===== src/rtl/valet_pkg.sv =====
// Shared types and helpers for the valet score ledger: tip event encoding,
// the default-configuration history entry layout and delta signing/scaling.
package valet_pkg;

    typedef enum logic [1:0] {
        EvNone    = 2'b00,
        EvReward  = 2'b01,
        EvPenalty = 2'b10,
        EvBonus   = 2'b11
    } tip_event_t;

    localparam int unsigned DeltaCalcW = 64;

    // Entry layout for the default configuration (4 valets, 16-bit tips, shift 1, 32-bit time)
    typedef struct packed {
        logic [1:0]  valet_id;
        logic [17:0] delta;
        logic [31:0] time_stamp;
    } hist_entry_t;

    // Wide two's-complement result; callers truncate to their applied-delta width
    function automatic logic [DeltaCalcW-1:0] applied_delta(
        input tip_event_t             ev,
        input logic [DeltaCalcW-1:0]  mag,
        input int unsigned            shift
    );
        logic [DeltaCalcW-1:0] res;
        case (ev)
            EvReward:  res = mag;
            EvPenalty: res = -mag;
            EvBonus:   res = mag << shift;
            default:   res = '0;
        endcase
        return res;
    endfunction

endpackage


===== src/rtl/valet_hist_fifo.sv =====
// First-word fall-through history FIFO with optional overwrite-oldest behaviour
// when a push arrives while full and nothing is being popped.
module valet_hist_fifo
    import valet_pkg::*;
#(
    parameter int unsigned Depth     = 16,
    parameter type         entry_t   = logic [7:0],
    parameter bit          Overwrite = 1'b0,
    localparam int unsigned PtrW     = $clog2(Depth),
    localparam int unsigned CntW     = $clog2(Depth) + 1
) (
    input  logic            clk_i,
    input  logic            rst_i,
    input  logic            push_i,
    input  entry_t          wdata_i,
    input  logic            pop_i,
    output logic            valid_o,
    output entry_t          head_o,
    output logic [CntW-1:0] count_o,
    output logic            full_o,
    output logic            overflow_o
);

    entry_t            mem_q [Depth];
    logic [PtrW-1:0]   wr_q, wr_d, rd_q, rd_d;
    logic [CntW-1:0]   cnt_q, cnt_d;
    logic              ovf_q, ovf_d;
    logic              pop, push_ok, drop;

    assign full_o     = (cnt_q == CntW'(Depth));
    assign valid_o    = (cnt_q != '0);
    assign head_o     = mem_q[rd_q];
    assign count_o    = cnt_q;
    assign overflow_o = ovf_q;

    assign pop     = pop_i && valid_o;
    assign push_ok = push_i && (!full_o || pop || Overwrite);
    // Full, pushing and not popping: the write lands on the head slot, so retire it
    assign drop    = push_ok && full_o && !pop;

    always_comb begin
        wr_d  = wr_q;
        rd_d  = rd_q;
        cnt_d = cnt_q;
        ovf_d = ovf_q;
        if (push_ok) begin
            wr_d = wr_q + PtrW'(1);
        end
        if (pop || drop) begin
            rd_d = rd_q + PtrW'(1);
        end
        if (push_ok && !pop && !drop) begin
            cnt_d = cnt_q + CntW'(1);
        end else if (!push_ok && pop) begin
            cnt_d = cnt_q - CntW'(1);
        end
        if (drop) begin
            ovf_d = 1'b1;
        end
    end

    always_ff @(posedge clk_i) begin
        if (rst_i) begin
            wr_q  <= '0;
            rd_q  <= '0;
            cnt_q <= '0;
            ovf_q <= 1'b0;
        end else begin
            wr_q  <= wr_d;
            rd_q  <= rd_d;
            cnt_q <= cnt_d;
            ovf_q <= ovf_d;
        end
    end

    always_ff @(posedge clk_i) begin
        if (push_ok) begin
            mem_q[wr_q] <= wdata_i;
        end
    end

endmodule


===== src/rtl/valet_score_ledger.sv =====
// Per-valet signed saturating score ledger with clear arbitration, registered
// readback and a history log of every accepted, in-range tip event.
module valet_score_ledger
    import valet_pkg::*;
#(
    parameter int unsigned NUM_VALETS  = 4,
    parameter int unsigned DELTA_W     = 16,
    parameter int unsigned SCORE_W     = 32,
    parameter int unsigned TIME_W      = 32,
    parameter int unsigned HIST_DEPTH  = 16,
    parameter int unsigned BONUS_SHIFT = 1,
    parameter int unsigned HIST_MODE   = 0,
    localparam int unsigned ID_W  = (NUM_VALETS > 1) ? $clog2(NUM_VALETS) : 1,
    localparam int unsigned AD_W  = DELTA_W + BONUS_SHIFT + 1,
    localparam int unsigned CNT_W = $clog2(HIST_DEPTH) + 1
) (
    input  logic                      clk,
    input  logic                      rst,
    input  logic                      in_valid,
    output logic                      in_ready,
    input  logic [ID_W-1:0]           in_valet_id,
    input  tip_event_t                in_event,
    input  logic [DELTA_W-1:0]        in_delta,
    input  logic [TIME_W-1:0]         in_time,
    input  logic                      clr_valid,
    input  logic [ID_W-1:0]           clr_id,
    input  logic [ID_W-1:0]           score_sel,
    output logic signed [SCORE_W-1:0] score_out,
    output logic [NUM_VALETS-1:0]     sat_flag,
    output logic                      hist_valid,
    input  logic                      hist_ready,
    output logic [ID_W-1:0]           hist_valet_id,
    output logic signed [AD_W-1:0]    hist_delta,
    output logic [TIME_W-1:0]         hist_time,
    output logic [CNT_W-1:0]          hist_count,
    output logic                      hist_overflow
);

    typedef struct packed {
        logic [ID_W-1:0]   valet_id;
        logic [AD_W-1:0]   delta;
        logic [TIME_W-1:0] time_stamp;
    } entry_t;

    // One guard bit above the wider operand so the sum never wraps before clamping
    localparam int unsigned SUM_W = ((SCORE_W > AD_W) ? SCORE_W : AD_W) + 1;
    localparam logic [SUM_W-1:0] ScoreMax = {{(SUM_W-SCORE_W+1){1'b0}}, {(SCORE_W-1){1'b1}}};
    localparam logic [SUM_W-1:0] ScoreMin = {{(SUM_W-SCORE_W+1){1'b1}}, {(SCORE_W-1){1'b0}}};

    logic [SCORE_W-1:0]    score_q [NUM_VALETS];
    logic [SCORE_W-1:0]    score_d [NUM_VALETS];
    logic [NUM_VALETS-1:0] sat_q, sat_d;
    logic [SCORE_W-1:0]    score_out_q, score_out_d;
    logic [AD_W-1:0]       ad;
    logic [SUM_W-1:0]      sum;
    logic                  in_id_ok, clr_id_ok, sel_ok;
    logic                  in_accept, push, hist_full;
    entry_t                push_entry, head;

    assign ad        = AD_W'(applied_delta(in_event, DeltaCalcW'(in_delta), BONUS_SHIFT));
    assign in_id_ok  = 32'(in_valet_id) < NUM_VALETS;
    assign clr_id_ok = 32'(clr_id) < NUM_VALETS;
    assign sel_ok    = 32'(score_sel) < NUM_VALETS;
    assign in_ready  = (HIST_MODE != 0) ? 1'b1 : !hist_full;
    assign in_accept = in_valid && in_ready;
    assign push      = in_accept && in_id_ok;

    assign push_entry = '{valet_id: in_valet_id, delta: ad, time_stamp: in_time};

    always_comb begin
        score_d = score_q;
        sat_d   = sat_q;
        sum     = '0;
        if (push) begin
            sum = {{(SUM_W-SCORE_W){score_q[in_valet_id][SCORE_W-1]}}, score_q[in_valet_id]}
                + {{(SUM_W-AD_W){ad[AD_W-1]}}, ad};
            if ($signed(sum) > $signed(ScoreMax)) begin
                score_d[in_valet_id] = ScoreMax[SCORE_W-1:0];
                sat_d[in_valet_id]   = 1'b1;
            end else if ($signed(sum) < $signed(ScoreMin)) begin
                score_d[in_valet_id] = ScoreMin[SCORE_W-1:0];
                sat_d[in_valet_id]   = 1'b1;
            end else begin
                score_d[in_valet_id] = sum[SCORE_W-1:0];
            end
        end
        // Clear is applied last so it wins over a same-cycle event to the same valet
        if (clr_valid && clr_id_ok) begin
            score_d[clr_id] = '0;
            sat_d[clr_id]   = 1'b0;
        end
    end

    assign score_out_d = sel_ok ? score_q[score_sel] : '0;

    always_ff @(posedge clk) begin
        if (rst) begin
            score_q     <= '{default: '0};
            sat_q       <= '0;
            score_out_q <= '0;
        end else begin
            score_q     <= score_d;
            sat_q       <= sat_d;
            score_out_q <= score_out_d;
        end
    end

    assign score_out = score_out_q;
    assign sat_flag  = sat_q;

    valet_hist_fifo #(
        .Depth     (HIST_DEPTH),
        .entry_t   (entry_t),
        .Overwrite (HIST_MODE != 0)
    ) u_hist (
        .clk_i      (clk),
        .rst_i      (rst),
        .push_i     (push),
        .wdata_i    (push_entry),
        .pop_i      (hist_ready),
        .valid_o    (hist_valid),
        .head_o     (head),
        .count_o    (hist_count),
        .full_o     (hist_full),
        .overflow_o (hist_overflow)
    );

    assign hist_valet_id = head.valet_id;
    assign hist_delta    = head.delta;
    assign hist_time     = head.time_stamp;

endmodule


===== config.mk =====
export PLATFORM = sky130hd
export DESIGN_NAME = valet_score_ledger
export DESIGN_NICKNAME = d
export VERILOG_FILES = /design/src/rtl/valet_pkg.sv /design/src/rtl/valet_hist_fifo.sv /design/src/rtl/valet_score_ledger.sv
export SDC_FILE = /design/constraint.sdc
export NUM_CORES = 1
export LEC_CHECK = 0
export ABC_AREA = 1
export CAP_MARGIN = 5
export CORE_ASPECT_RATIO = 1.5
export CORE_MARGIN = 3
export CORE_UTILIZATION = 51
export CTS_CLUSTER_DIAMETER = 50
export CTS_CLUSTER_SIZE = 30
export DETAILED_ROUTE_END_ITERATION = 7
export GPL_ROUTABILITY_DRIVEN = 0
export MAX_ROUTING_LAYER = met4
export PLACE_DENSITY = 0.71
export SLEW_MARGIN = 10
export SYNTH_ARGS = -nofsm -noshare
export SYNTH_HDL_FRONTEND = slang
export SYNTH_SLANG_ARGS = --single-unit

===== constraint.sdc =====
create_clock -name clk -period 4.4 [get_ports clk]
set_input_delay 0.66 -clock clk [delete_from_list [all_inputs] [get_ports clk]]
set_output_delay 0.66 -clock clk [all_outputs]
set_load 0.05 [all_outputs]

==> results of run 1 <==
state kept, by name, indices dropped and copies added, names as in the netlist, named ones only:
| name | cells |
|---|---|
| score_q | 128 |
| score_out | 32 |
| u_hist.mem_q | 832 |
| u_hist.rd_q | 4 |
| u_hist.wr_q | 4 |
| sat_flag | 4 |
| u_hist.overflow_o | 1 |
| u_hist.count_o | 5 |
cells in the mapped netlist, types with 2 or more instances:
library cell	instances	area, um^2
edfxtp_1	832	25000
o21ai_0	449	2250
a21oi_1	385	1930
inv_1	326	1220
nand2_1	266	998
nor2_1	243	912
o211ai_1	217	1630
mux2i_1	208	2080
dfxtp_1	182	3640
clkbuf_1	164	616
nand3_1	108	541
o22ai_1	56	350
ha_1	41	513
a21oi_2	28	245
buf_2	27	135
buf_1	20	75.1
xor2_1	20	175
nand2_4	17	191
o221ai_1	12	105
a221oi_1	9	78.8
nand2_2	9	56.3
nor3_1	9	45.0
o21bai_1	8	60.1
nand3b_1	7	52.6
nand4_1	7	43.8
xnor2_1	6	52.6
buf_6	5	56.3
buf_4	4	30.0
inv_2	4	15.0
inv_4	4	25.0
a21o_1	3	22.5
o21a_1	3	22.5
fa_1	2	40.0
nor4_1	2	12.5
layout by cell type (no fill, tap or decap), drive strengths merged, types with 2 or more instances in the layout:
| cell | count |
|---|---|
| a21o | 3 |
| a21oi | 413 |
| a221oi | 9 |
| buf | 240 |
| bufinv | 6 |
| clkbuf | 65 |
| clkdlybuf4s50 | 147 |
| clkinv | 16 |
| clkinvlp | 2 |
| dfxtp | 182 |
| diode | 7 |
| edfxtp | 832 |
| fa | 2 |
| ha | 41 |
| inv | 357 |
| mux2i | 208 |
| nand2 | 292 |
| nand3 | 108 |
| nand3b | 7 |
| nand4 | 7 |
| nor2 | 244 |
| nor3 | 9 |
| nor4 | 2 |
| o211ai | 217 |
| o21a | 3 |
| o21ai | 449 |
| o21bai | 8 |
| o221ai | 12 |
| o22ai | 56 |
| xnor2 | 6 |
| xor2 | 20 |
routing by layer:
metal,track usage,routed length [um],up-vias
met2,0.453,58100,1150
met4,0.116,5200,0
met5,-,0,-
li1,-,-,13866
met3,0.0301,6750,325
met1,0.293,42100,14556
cell families (layout without fill, tap and decap cells):
group,after synthesis,count (layout),synth area share
flops,1014,1014,0.661
simple gates,672,672,0.0665
other cells,0,7,0
compound gates,1173,1173,0.155
fa+ha+maj,43,43,0.0128
xor+xnor,26,26,0.00526
mux,208,208,0.0481
buf+inv,556,833,0.0508
area by class of cell:
class	count	share of cell area
antenna	7	0.000351
clock buffer	65	0.0303
clock inverter	46	0.0136
inverter	335	0.0256
multi-input combinational	2122	0.253
sequential	1014	0.574
tap	1122	0.0282
timing repair buffer	387	0.0749
metrics by stage:
step	total power, uW	util	std cells	setup TNS [ns]
floorplan	15900	-	3692	-56.92
global placement	18300	0.568	4980	-25.63
detailed placement	18400	0.568	4980	-34.78
CTS	24800	0.594	5091	0
global route	25700	0.594	5098	0
finish	24700	0.594	5098	0
worst reg2reg max path, delay by kind of cell, from the launching register on:
kind | cells | cell delay (ns)
flops | 1 | 0.38
simple gates | 12 | 1.15
fa+ha+maj | 1 | 0.40
compound gates | 4 | 0.65
buf+inv | 4 | 0.38
power by group:
| part | leakage [uW] | total (uW) | switching [uW] | internal (uW) |
|---|---|---|---|---|
| clock network | 0.00105 | 6450 | 3400 | 3050 |
| registers | 0.00903 | 11000 | 199 | 10800 |
| logic | 0.00774 | 7250 | 4810 | 2440 |
timing repair:
item | 4_1_cts | 5_1_grt
buffers inserted | 0 | 0
resized for setup | 0 | 3
endpoints found under the setup margin | 0 | 112
worst paths after layout:
path / slack (ns) / cells past startpoint / startpoint / endpoint
setup / recovery: 0.29 / 22 / in_delta[0] / score_q[62]$_SDFF_PP0_
hold / removal: 0.43 / 2 / u_hist.overflow_o$_SDFFE_PP0P_ / u_hist.overflow_o$_SDFFE_PP0P_
setup reg to reg: 1.37 / 21 / score_q[97]$_SDFF_PP0_ / score_q[105]$_SDFF_PP0_
hold reg to reg: 0.43 / 2 / u_hist.overflow_o$_SDFFE_PP0P_ / u_hist.overflow_o$_SDFFE_PP0P_
==> flow_metrics.env, run 1 <==
export IMPL_crit_arrival_ns=4.70
export IMPL_drv_slew=0
export IMPL_die_h_um=363
export IMPL_period_share=0.933
export IMPL_cts_tree="yes"
export IMPL_critPathMaxFanout=5
export IMPL_avgViaCountPerCell=5.86
export IMPL_place_port_buffers=156
export IMPL_grt_pass1_wl_mm=170
export IMPL_placement_cell_area_um2=47600
export IMPL_synth_edf_count=832
export IMPL_period_needed_ns=4.11
export IMPL_cts_hold_buffers=0
export IMPL_async_reset_ff_frac=0
export IMPL_vias=29897
export IMPL_path_buf_inv=4
export IMPL_drive_above_1_share=0.110
export IMPL_cp_start_kind="primary input"
export IMPL_num_io_pins=157
export IMPL_seq_area_um2=28600
export IMPL_fin_nets=4023
export IMPL_final_area_um2=49900
export IMPL_yosys_warnings=0
export IMPL_critPathKind="in2reg"
export IMPL_grt_overflow_total=0
export IMPL_slowest_delay_ns=0.43
export IMPL_fill_cells=6671
export IMPL_hpwl_mm=66.8
export IMPL_synth_ff_type="edfxtp_1"
export IMPL_core_um2=83900
export IMPL_grt_max_degree=137
export IMPL_maxSlewHeadroom=0.183
export IMPL_hp_class="reg2reg"
export IMPL_crit_chain="clkdlybuf4s50_1 > buf_4 > inv_1 > ha_1 > nand3_1 > nor2_1 > nand4_1 > buf_4 > nor2_1 > nand3_1 > nand3_1 > o221ai_1 > ha_1 > nand2_1 > o21bai_1 > a21oi_1 > nand2_1 > nand2_1 > nand2_1 > xor2_1 > nand2_4 > a21oi_1"
export IMPL_clk_latency_ns=0.68
export IMPL_fmax_mhz=244
export IMPL_hold_viol=0
export IMPL_ys_types=43
export IMPL_pre_cts_slack_ns=-0.342
export IMPL_synth_area_um2=43300
export IMPL_skew_ns=0.0370
export IMPL_routed_wl_mm=112
export IMPL_outcome="complete, no violations"
export IMPL_multiInputGateArea_um2=12600
export IMPL_clockBufferDepth=3
export IMPL_antenna_found_initial=7
export IMPL_leakagePower_uw=0.0178
export IMPL_ys_ff_latch=1014
export IMPL_tightest_slew_ns=1.22
export IMPL_cts_root_buf="clkbuf_16"
export IMPL_power_density_nw_per_um2=495
export IMPL_endpoint_kind="flip-flop"
export IMPL_yosysSeqAreaShare=0.661
export IMPL_synth_nets=3796
export IMPL_track_usage=0.257
export IMPL_drt_iter0_markers=2635
export IMPL_crit_top_cell="nand2_1"
export IMPL_finalSetupViolations=0
export IMPL_synthCells=3692
export IMPL_initial_core_util=0.516
export IMPL_grt_pass1_vias=29740
export IMPL_rsz0062_at_grt="false"
export IMPL_slowest_stage="o21bai_1"
export IMPL_syn_avg_cell_area_um2=11.7
export IMPL_cts_sinks=1014
export IMPL_htreeDepth=2
export IMPL_post_drt_wl_per_cell_um=22.0
export IMPL_numCtsBuffers=59
export IMPL_cap_violations=0
export IMPL_rows=130
export IMPL_cp_required_ns=5.00
export IMPL_dieArea_um2=88500
export IMPL_path_clk_slew_ns=0.10
export IMPL_whs_ns=0.428
export IMPL_area_growth_pct=15.2
export IMPL_cp_top_family="simple AND/OR/NAND/NOR gates"
export IMPL_drcViolationCount=0
export IMPL_max_vdd_ir_drop_uv=359
export IMPL_die_x_um=244
export IMPL_fin_ws_ns=0.295
export IMPL_drtAntennaViolNets=0
export IMPL_firstDrtPassIters=5
Power figures use the tool's default switching activity.
==> inputs of run 2 (changes only) <==
--- a/config.mk
+++ b/config.mk
@@ -16,6 +16,7 @@
 export GPL_ROUTABILITY_DRIVEN = 0
 export MAX_ROUTING_LAYER = met4
 export PLACE_DENSITY = 0.71
+export SETUP_SLACK_MARGIN = 0.4
 export SLEW_MARGIN = 10
 export SYNTH_ARGS = -nofsm -noshare
 export SYNTH_HDL_FRONTEND = slang
==> run 2 against run 1 <==
Cell area up 1.6%. Sequential power about the same. Cell count up 0.33%. Register-to-register slack better by 0.02 ns. Clock power up 4.3%. Setup slack better by 0.22 ns. First-iteration DRC count up 0.80%. Global-route usage about the same. Clock-buffer cell count down 1. Critical endpoint is now score_q[96]$_SDFF_PP0_. Largest cell class unchanged. Highest routed layer unchanged.
==> flow_metrics.env, run 2 (synthesis results as in run 1) <==
export IMPL_die_h_um=363
export IMPL_area_growth_pct=17.1
export IMPL_grt_max_degree=135
export IMPL_pre_cts_slack_ns=-0.281
export IMPL_rsz0062_at_grt="true"
export IMPL_routed_wl_mm=114
export IMPL_largest_reg_flops=832
export IMPL_htreeDepth=2
export IMPL_cts_root_buf="clkbuf_16"
export IMPL_fin_nets=4041
export IMPL_clockBufferDepth=3
export IMPL_maxSlewHeadroom=0.331
export IMPL_cp_required_ns=5.00
export IMPL_antenna_found_initial=7
export IMPL_cts_sinks=1014
export IMPL_num_io_pins=157
export IMPL_cp_start_kind="primary input"
export IMPL_final_common_cell="edfxtp_1"
export IMPL_post_drt_wl_per_cell_um=22.2
export IMPL_drtAntennaViolNets=0
export IMPL_clk_latency_ns=0.69
export IMPL_power_density_nw_per_um2=497
export IMPL_initial_core_util=0.516
export IMPL_firstDrtPassIters=6
export IMPL_crit_arrival_ns=4.48
export IMPL_drcViolationCount=0
export IMPL_die_x_um=244
export IMPL_path_clk_slew_ns=0.08
export IMPL_cap_violations=0
export IMPL_drv_slew=0
export IMPL_skew_ns=0.0404
export IMPL_grt_pass1_wl_mm=170
export IMPL_cts_tree="yes"
export IMPL_period_needed_ns=3.88
export IMPL_fmax_mhz=257
export IMPL_hpwl_mm=66.4
export IMPL_grt_pass1_vias=29291
export IMPL_fill_cells=6614
export IMPL_dieArea_um2=88500
export IMPL_numCtsBuffers=61
export IMPL_avgViaCountPerCell=5.87
export IMPL_grt_overflow_total=0
export IMPL_hold_viol=0
export IMPL_endpoint_kind="flip-flop"
export IMPL_drive_above_1_share=0.132
export IMPL_tightest_slew_ns=1.00
export IMPL_core_um2=83900
export IMPL_outcome="complete, no violations"
export IMPL_placement_cell_area_um2=47700
export IMPL_layout_common_cells="832 x edfxtp_1, 447 x o21ai_0, 373 x a21oi_1, 325 x inv_1, 252 x nand2_1"
export IMPL_final_area_um2=50700
export IMPL_regMostFlops="u_hist.mem_q"
export IMPL_vias=30031
export IMPL_dp_cells=4982
export IMPL_hp_class="reg2reg"
export IMPL_max_vdd_ir_drop_uv=406
export IMPL_finalSetupViolations=0
export IMPL_rows=130
export IMPL_critPathMaxFanout=16
export IMPL_period_share=0.883
export IMPL_fin_ws_ns=0.515
export IMPL_track_usage=0.257
export IMPL_drt_iter0_markers=2656
export IMPL_fin_util=0.604
export IMPL_cts_hold_buffers=0
export IMPL_critPathKind="in2reg"
export IMPL_holdPathStages=2
export IMPL_place_port_buffers=156
export IMPL_leakagePower_uw=0.0181
export IMPL_final_cells=5115
export IMPL_p_total_uw=25200
export IMPL_worst_r2r_cell_count=21
run 2: changes by cell type in the layout (fill, tap and decap cells not counted), moves of 8 or more:
cell | before | now
ha_1 | 41 | 23
nor2_1 | 221 | 209
dlygate4sd2_1 | 0 | 12
a21oi_2 | 28 | 40
clkdlybuf4s50_1 | 147 | 133
ha_4 | 0 | 18
nand2_1 | 266 | 252
a21oi_1 | 385 | 373
nor2_2 | 7 | 15
nand2_2 | 9 | 23
run 2: repair_timing:
action                                  in CTS  in global routing
gates cloned                                 0                  3
hold endpoints to repair                     0                  0
pin swaps                                    0                 15
gates resized for setup                     15                 81
endpoints found under the setup margin      34                153
buffers inserted                             1                 10
run 2: critical path, cell delays in order:
cell	delay, ns
clkdlybuf4s50_1	0.44
nor3_2	0.15
buf_4	0.13
nand4_1	0.16
nor2_2	0.21
nand4_1	0.18
nor2_2	0.21
nand4_1	0.12
nand2_2	0.09
inv_1	0.06
buf_12	0.16
ha_4	0.31
nand2_2	0.06
nor2_2	0.14
and2_4	0.17
and3_1	0.14
nand2_1	0.11
nand2_1	0.11
nand2_2	0.07
nand2_4	0.08
inv_2	0.06
nand2_8	0.13
clkbuf_16	0.19
nand2_2	0.09
a21oi_1	0.16
run 2: report_power, final:
| group | switching [uW] | internal (uW) | total, uW |
|---|---|---|---|
| Sequential | 186 | 10800 | 10900 |
| Clock | 3530 | 3200 | 6730 |
| Combinational | 4960 | 2560 | 7520 |
run 2: path summary, 6_finish.rpt:
| path | from | end | slack [ns] |
|---|---|---|---|
| worst min-delay path | u_hist.overflow_o$_SDFFE_PP0P_ | u_hist.overflow_o$_SDFFE_PP0P_ | 0.43 |
| worst min register to register | u_hist.overflow_o$_SDFFE_PP0P_ | u_hist.overflow_o$_SDFFE_PP0P_ | 0.43 |
| worst max-delay path | in_delta[1] | score_q[96]$_SDFF_PP0_ | 0.52 |
| worst max register to register | score_q[96]$_SDFF_PP0_ | score_q[96]$_SDFF_PP0_ | 1.39 |
run 2: layout make-up:
type,instances,area (um^2),share of cell area
Sequential cell,1014,28600,0.565
Clock inverter,51,800,0.0158
Clock buffer,64,1540,0.0303
Tap cell,1122,1400,0.0277
Antenna cell,4,10.0,0.000198
Timing Repair Buffer,403,3990,0.0788
Inverter,335,1280,0.0253
Multi-Input combinational cell,2122,13000,0.257
run 2: stage by stage:
step	setup TNS [ns]	hold WS, ns
after detailed placement	-25.41	0.426
after global routing	0	0.468
after floorplan	-56.92	0.464
after global placement	-18.03	0.416
final	0	0.435
after CTS	0	0.440
run 2: layer usage:
| layer | vias up | part of all wire | GRT usage |
|---|---|---|---|
| li1 | 13877 | - | - |
| met1 | 14776 | 0.38 | 0.300 |
| met2 | 1136 | 0.53 | 0.459 |
| met3 | 242 | 0.062 | 0.0288 |
| met4 | 0 | 0.034 | 0.0924 |
| met5 | - | 0 | - |
